## src/rtl/inst_fetch.sv

```systemverilog
// Instruction-fetch stage: drives the ROM PC, tracks the PC held in the ROM output register, hands (inst, pc, valid) to decode.
// Optional zero-decode jump predecode is enabled by defining INST_FETCH_JUMP_PREDECODE_EN.
module inst_fetch #(
  parameter int                    DATA_WIDTH = 32,
  parameter logic [DATA_WIDTH-1:0] RESET_PC   = '0
) (
  input  logic                  clk,
  input  logic                  rst_n,
  output logic [DATA_WIDTH-1:0] rom_pc,
  input  logic [DATA_WIDTH-1:0] rom_inst,
  input  logic                  stall,
  input  logic                  redirect_en,
  input  logic [DATA_WIDTH-1:0] redirect_pc,
  output logic [DATA_WIDTH-1:0] if_inst,
  output logic [DATA_WIDTH-1:0] if_pc,
  output logic                  if_valid,
  output logic [31:0]           fetch_cnt
);

  typedef enum logic {BOOT = 1'b0, RUN = 1'b1} state_t;

  state_t                  state_q, state_d;
  logic [DATA_WIDTH-1:0]   pc_next_q, pc_next_d;
  logic [DATA_WIDTH-1:0]   pc_q;
  logic [31:0]             fetch_cnt_q, fetch_cnt_d;
  logic                    v_q;
  logic                    jump_hit;
  logic [DATA_WIDTH-1:0]   jump_tgt;

  assign v_q = (state_q == RUN);

`ifdef INST_FETCH_JUMP_PREDECODE_EN
  // J is recognised straight off the ROM output so the target is fetched with a single bubble.
  assign jump_hit = v_q & ~stall & ~redirect_en & (rom_inst[31:26] == 6'b000001);
  assign jump_tgt = {pc_q[DATA_WIDTH-1:28], rom_inst[25:0], 2'b00};
`else
  assign jump_hit = 1'b0;
  assign jump_tgt = pc_next_q;
`endif

  always_comb begin
    state_d     = RUN;
    rom_pc      = pc_next_q;
    pc_next_d   = pc_next_q;
    fetch_cnt_d = fetch_cnt_q;
    if (redirect_en)   rom_pc = redirect_pc;
    else if (stall)    rom_pc = pc_q;
    else if (jump_hit) rom_pc = jump_tgt;
    if (!stall || redirect_en) pc_next_d = rom_pc + DATA_WIDTH'(4);
    if (if_valid && !stall)    fetch_cnt_d = fetch_cnt_q + 32'd1;
  end

  assign if_inst   = rom_inst;
  assign if_pc     = pc_q;
  assign if_valid  = v_q & ~redirect_en & ~jump_hit;
  assign fetch_cnt = fetch_cnt_q;

  always_ff @(posedge clk or negedge rst_n) begin
    if (!rst_n) begin
      state_q     <= BOOT;
      pc_next_q   <= RESET_PC;
      pc_q        <= '0;
      fetch_cnt_q <= '0;
    end else begin
      state_q     <= state_d;
      pc_next_q   <= pc_next_d;
      pc_q        <= rom_pc;
      fetch_cnt_q <= fetch_cnt_d;
    end
  end

endmodule

```

## config.mk

```make
export PLATFORM = sky130hd
export DESIGN_NAME = inst_fetch
export DESIGN_NICKNAME = d
export VERILOG_FILES = /design/src/rtl/inst_fetch.sv
export SDC_FILE = /design/constraint.sdc
export NUM_CORES = 1
export LEC_CHECK = 0
export ABC_AREA = 0
export ABC_CLOCK_PERIOD_IN_PS = 5600
export BUFFER_PORTS_ARGS = -buffer_cell sky130_fd_sc_hd__buf_4
export CAP_MARGIN = 25
export CELL_PAD_IN_SITES_DETAIL_PLACEMENT = 1
export CELL_PAD_IN_SITES_GLOBAL_PLACEMENT = 2
export CORE_AREA = 2 2 131 133
export DETAILED_ROUTE_END_ITERATION = 6
export DIE_AREA = 0 0 133 135
export HOLD_SLACK_MARGIN = 0.08
export PLACE_DENSITY = 0.95
export SLEW_MARGIN = 20
export SYNTH_ARGS = -nofsm -noshare
export SYNTH_HDL_FRONTEND = slang
export SYNTH_SLANG_ARGS = --single-unit
```

## constraint.sdc

```tcl
create_clock -name clk -period 5.6 [get_ports clk]
set_clock_uncertainty 0.1 [all_clocks]
set_input_delay 1.12 -clock clk [delete_from_list [all_inputs] [get_ports clk]]
set_output_delay 1.12 -clock clk [all_outputs]
set_load 0.02 [all_outputs]
```

# [After elaboration in Yosys (flattened, before gate mapping)]
# Cells that the tools add are included.
[word_totals] input_bits=68 wordCells=13 register_bits=97 out_inout_bits=129
[op_classes] bitwise=2 add_sub_neg=2 muxes=2 n_reduce_logical=3
[ops] cell="2-to-1 mux 32 bit" n=2
[ops] cell="adder 32 x 1 -> 32 bit (second input constant)" n=1
[ops] cell="adder 32 x 3 -> 32 bit (second input constant)" n=1
[ops] cell="bitwise AND 1 bit" n=1
[ops] cell="logical AND 1 bit" n=1
[ops] cell="logical NOT 1 bit" n=1
[ops] cell="logical OR 1 bit" n=1
[ops] cell="inverter 1 bit" n=1

# [Depth between registers and ports, before layout]
[logic_depth] depth_word=3 depth_mapped=10 ltp_nobuf=8

# [Worst setup path after synthesis]
# No wires, ideal clock.
[synth_path] path_kind="in2reg" startpoint="input port stall" endpoint="register pc_next_q[26], in the netlist jump_tgt[26]" slack_ns=1.691 setup_time_ns=0.141 arrival_ns=3.668 stages=10 path_cell_list="buf_6 -> mux2i_1 -> o21ai_0 -> ha_1 -> o211ai_1 -> nor4_4 -> nand4_1 -> clkbuf_1 -> o41ai_1 -> a31oi_1"
[synth_between] elab_chain_len=3
[synth_rtl] element="start, declared" line_no="11" rtl="input logic stall,"
[synth_rtl] element="2-to-1 mux 32 bit" line_no="47" rtl="else if (stall) rom_pc = pc_q;"
[synth_rtl] element="2-to-1 mux 32 bit" line_no="46" rtl="if (redirect_en) rom_pc = redirect_pc;"
[synth_rtl] element="via rom_pc[2]" line_no="9" rtl="output logic [DATA_WIDTH-1:0] rom_pc,"
[synth_rtl] element="adder 32 x 3 -> 32 bit" line_no="49" rtl="if (!stall || redirect_en) pc_next_d = rom_pc + DATA_WIDTH'(4);"
[synth_rtl] element="end signal, assigned" line_no="66" rtl="pc_next_q <= pc_next_d;"
[synth_rtl] element="end, declared" line_no="23" rtl="logic [DATA_WIDTH-1:0] pc_next_q, pc_next_d;"
# The timed path passes the listed nets, and every way through them passes these cells.
# A chain may end at the register's enable or synchronous reset.

# [Worst setup path in the final report]
[layout_path] startpoint="input port stall" endpoint="register pc_next_q[26], in the netlist jump_tgt[26]"
[layout_between] elab_chain_len=3
[layout_rtl] element="2-to-1 mux 32 bit" line_no="47"
[layout_rtl] element="2-to-1 mux 32 bit" line_no="46"
[layout_rtl] element="adder 32 x 3 -> 32 bit" line_no="49"
# Several ways; a longest one is shown, not always the timed one.

==> impl_metrics.csv <==
group,metric,value,unit
finish,drive_above_1_share,27.7,%
finish,antenna_cells,0,
timing,max_freq,234,MHz
hold_path,hp-class,"reg -> reg",
logic_synthesis,ys_seq_elements,97,
pwr,power_leakage,2.88,nW
pwr,ir_drop,0.149,mV
logic_synthesis,synth.distinct_cells,40,
hold_path,hold_path_depth,1,
clock_tree,cts_sinks,97,
clock_tree,cts_tree,"done",
hold_path,hp-start,"fetch_cnt[31]$_DFFE_PN0P_",
timing,worstMarginPinSlew,0.805,ns
placed_design,place_inst,800,
placed_design,numPortBuffers,132,
run_status,status,"finished, final reports clean",
clock_tree,cts.path.max_buffers,2,
global_route,grt_max_degree,68,
hold_path,worstHoldEndpoint,"fetch_cnt[31]$_DFFE_PN0P_",
floorplan,die-area,18000,um2
critical_path,reg2reg_depth,8,
critical_path,arrival,4.45,ns
route,first_iter_violations,129,
route,ant_nets,0,
placed_design,place.gp.congestion,0.809,
clock_tree,htreeDepth,3,
placed_design,hpwl,10.1,mm
clock_tree,cts_resized,0,
timing,rsz0062_at_grt,"no",
logic_synthesis,syn_inst,500,
clock_tree,numCtsBuffers,9,
timing,hold_viol,0,
critical_path,r2r_slack,2.29,ns
route,via_count,4049,
route,dr.pass1.iters,4,
finish,final_nets,661,
critical_path,start_kind,"input port",
logic_synthesis,synth-edff-count,0,
clock_tree,clock_latency,0.35,ns
critical_path,crit-reg2reg-launch,"if_pc[3]$_DFF_PN0_",
critical_path,end_kind,"register",
finish,stdcell_count,816,
floorplan,row_count,47,
route,routed_via_density,4.96,
critical_path,cpMaxStageDelayCell,"or4b_1",
logic_synthesis,yosys.area.top_type_share,48.0,%
pwr,power.density,302,nW/um2
critical_path,crit_required,5.77,ns
floorplan,coreArea,16400,um2
logic_synthesis,async_flop_share,100,%
critical_path,criticalPathCategory,"in -> reg",
route,routed_wirelength,14.0,mm
timing,report.final.slew_viol_count,0,
global_route,grt_pass1_wl,22.9,mm
global_route,grtUsageTotal,15.9,%
critical_path,crit_chain,"buf_4 -> mux2i_1 -> o21ai_0 -> ha_1 -> o211ai_1 -> nor4_4 -> nand4_1 -> or4b_1 -> a31oi_1",
floorplan,start_util,30.8,%
finish,regArea,2430,um2
logic_synthesis,synth-main-ff-cell,"dfrtp_1",
critical_path,cp-startpoint,"stall",
logic_synthesis,syn-cell-area,5050,um2
logic_synthesis,synthTopCellsByArea,"dfrtp_1, mux2i_1, buf_4, nand2_1, xnor2_1",
floorplan,fp.dieH,135,um
clock_tree,clkTransAtPathRegs,0.07,ns
global_route,antenna_found_initial,0,
logic_synthesis,syn_area_per_cell,10.1,um2
global_route,globalRouteOverflowTotal,0,
logic_synthesis,synth_largest_area_cell,"dfrtp_1",
route,wl_per_cell,17.1,um
finish,area_delta_synth_final,23.5,%
clock_tree,cts_setup_buffers,0,
logic_synthesis,synth_warnings,0,
timing,relSlewSlack,46.3,%
route,drcViolationCount,0,
critical_path,timing.rr.end,"jump_tgt[26]$_DFFE_PN0P_",
global_route,grt_pass1_vias,4269,
floorplan,die_w,133,um
finish,num-fill-cells,1840,
logic_synthesis,ys_seq_area_share,48.0,%
flow_run,maxCapViolCount,0,
floorplan,io_pins,197,
logic_synthesis,syn_nets,570,
clock_tree,clock-root-buffer,"clkbuf_16",
timing,min_period,4.28,ns
timing,setup_violations,0,
clock_tree,holdBufCountCts,0,
critical_path,critPathMaxStageDelay,0.69,ns
timing,setup-tns-final,0,ns
finish,multi_input_area,2180,um2
critical_path,cp_max_fo,35,
timing,min_period_over_period,76.4,%
## placed cells by master (no fill, tap or decap), drive strengths merged, types with 3 or more instances in the layout
| cell | Yosys | layout |
|---|---|---|
| nor4 | 3 | 3 |
| mux2i | 31 | 31 |
| and3 | 5 | 5 |
| mux2 | 6 | 6 |
| buf | 44 | 136 |
| xor2 | 16 | 16 |
| a31oi | 16 | 16 |
| nand2b | 3 | 3 |
| xnor2 | 26 | 26 |
| o31ai | 9 | 9 |
| nor3 | 4 | 4 |
| clkbuf | 12 | 11 |
| o21ai | 39 | 39 |
| nand2 | 61 | 61 |
| nor2 | 29 | 29 |
| inv | 14 | 17 |
| nand3 | 16 | 16 |
| or4 | 10 | 10 |
| and4 | 13 | 13 |
| o21a | 6 | 6 |
| or3 | 5 | 5 |
| dfrtp | 97 | 97 |
| nand4 | 16 | 16 |
| and2 | 4 | 4 |
## worst max-delay path: cells and delay by family
family                   cells  cell delay [ns]
buffers and inverters        1             0.48
AO/OA/AOI/OAI                3             0.80
adder cells (fa/ha/maj)      1             0.28
multiplexers                 1             0.14
AND/OR/NAND/NOR              3             1.60
## kinds of logic after synthesis
kind of cell             after synthesis  synth area share [%]
AND/OR/NAND/NOR                      174                  18.5
buffers and inverters                 70                  8.74
adder cells (fa/ha/maj)                2                 0.495
AO/OA/AOI/OAI                         77                  9.41
XOR/XNOR                              42                  7.28
flip-flops                            97                  48.0
multiplexers                          37                  7.48
other                                  1                0.0742
## worst max-delay path by stage
stage	end	slack (ns)	cells past startpoint
after floorplan	jump_tgt[26]$_DFFE_PN0P_	1.69	10
after global placement	jump_tgt[26]$_DFFE_PN0P_	1.20	9
after detailed placement	jump_tgt[26]$_DFFE_PN0P_	0.94	9
after CTS	jump_tgt[26]$_DFFE_PN0P_	1.31	9
after global routing	jump_tgt[26]$_DFFE_PN0P_	0.92	9
final	jump_tgt[26]$_DFFE_PN0P_	1.32	9
## routing by layer
layer,wire (um),vias to the layer above,GRT usage [%]
met2,7050,107,27.7
met1,6040,2015,19.6
met3,638,23,3.19
met5,0,-,0
li1,-,1904,-
met4,227,0,5.85
## through the flow
| step | utilization (%) | area, um2 | setup WS, ns | hold WS [ns] | power (mW) |
|---|---|---|---|---|---|
| 6_report | 38.0 | 6240 | 1.32 | 0.367 | 1.88 |
| 5_1_grt | 38.0 | 6240 | 0.920 | 0.383 | 1.99 |
| 4_1_cts | 38.0 | 6240 | 1.31 | 0.374 | 1.92 |
| 3_5_place_dp | 36.3 | 5960 | 0.936 | 0.365 | 1.30 |
| 3_3_place_gp | 36.3 | 5960 | 1.20 | 0.352 | 1.28 |
| 2_1_floorplan | - | 5050 | 1.69 | 0.338 | 1.13 |
## Yosys cell counts (12+ instances only)
cell,number
and4_1,13
dfrtp_1,97
nor2_1,29
buf_4,35
xnor2_1,26
inv_1,14
nand2_1,61
xor2_1,16
mux2i_1,31
nand3_1,16
o21ai_0,28
nand4_1,15
a31oi_1,16
clkbuf_1,12
## registers in the layout (all words and copies together) (netlist names)
register   count
if_pc         32
fetch_cnt     32
jump_tgt      32
state_q        1
## power breakdown
group          internal [mW]  switching [mW]
registers              0.777          0.0611
logic                  0.180           0.266
clock network          0.317           0.281
total                   1.27           0.608
## layout make-up
class	count	share of cell area, %
flip-flops and latches	97	38.9
multi-input cells	333	35.0
repair buffers	136	16.4
well taps	220	4.41
clock buffers	11	3.89
inverters	14	0.842
clock inverters	5	0.582
Note: power is estimated with default switching activity, not from simulation.
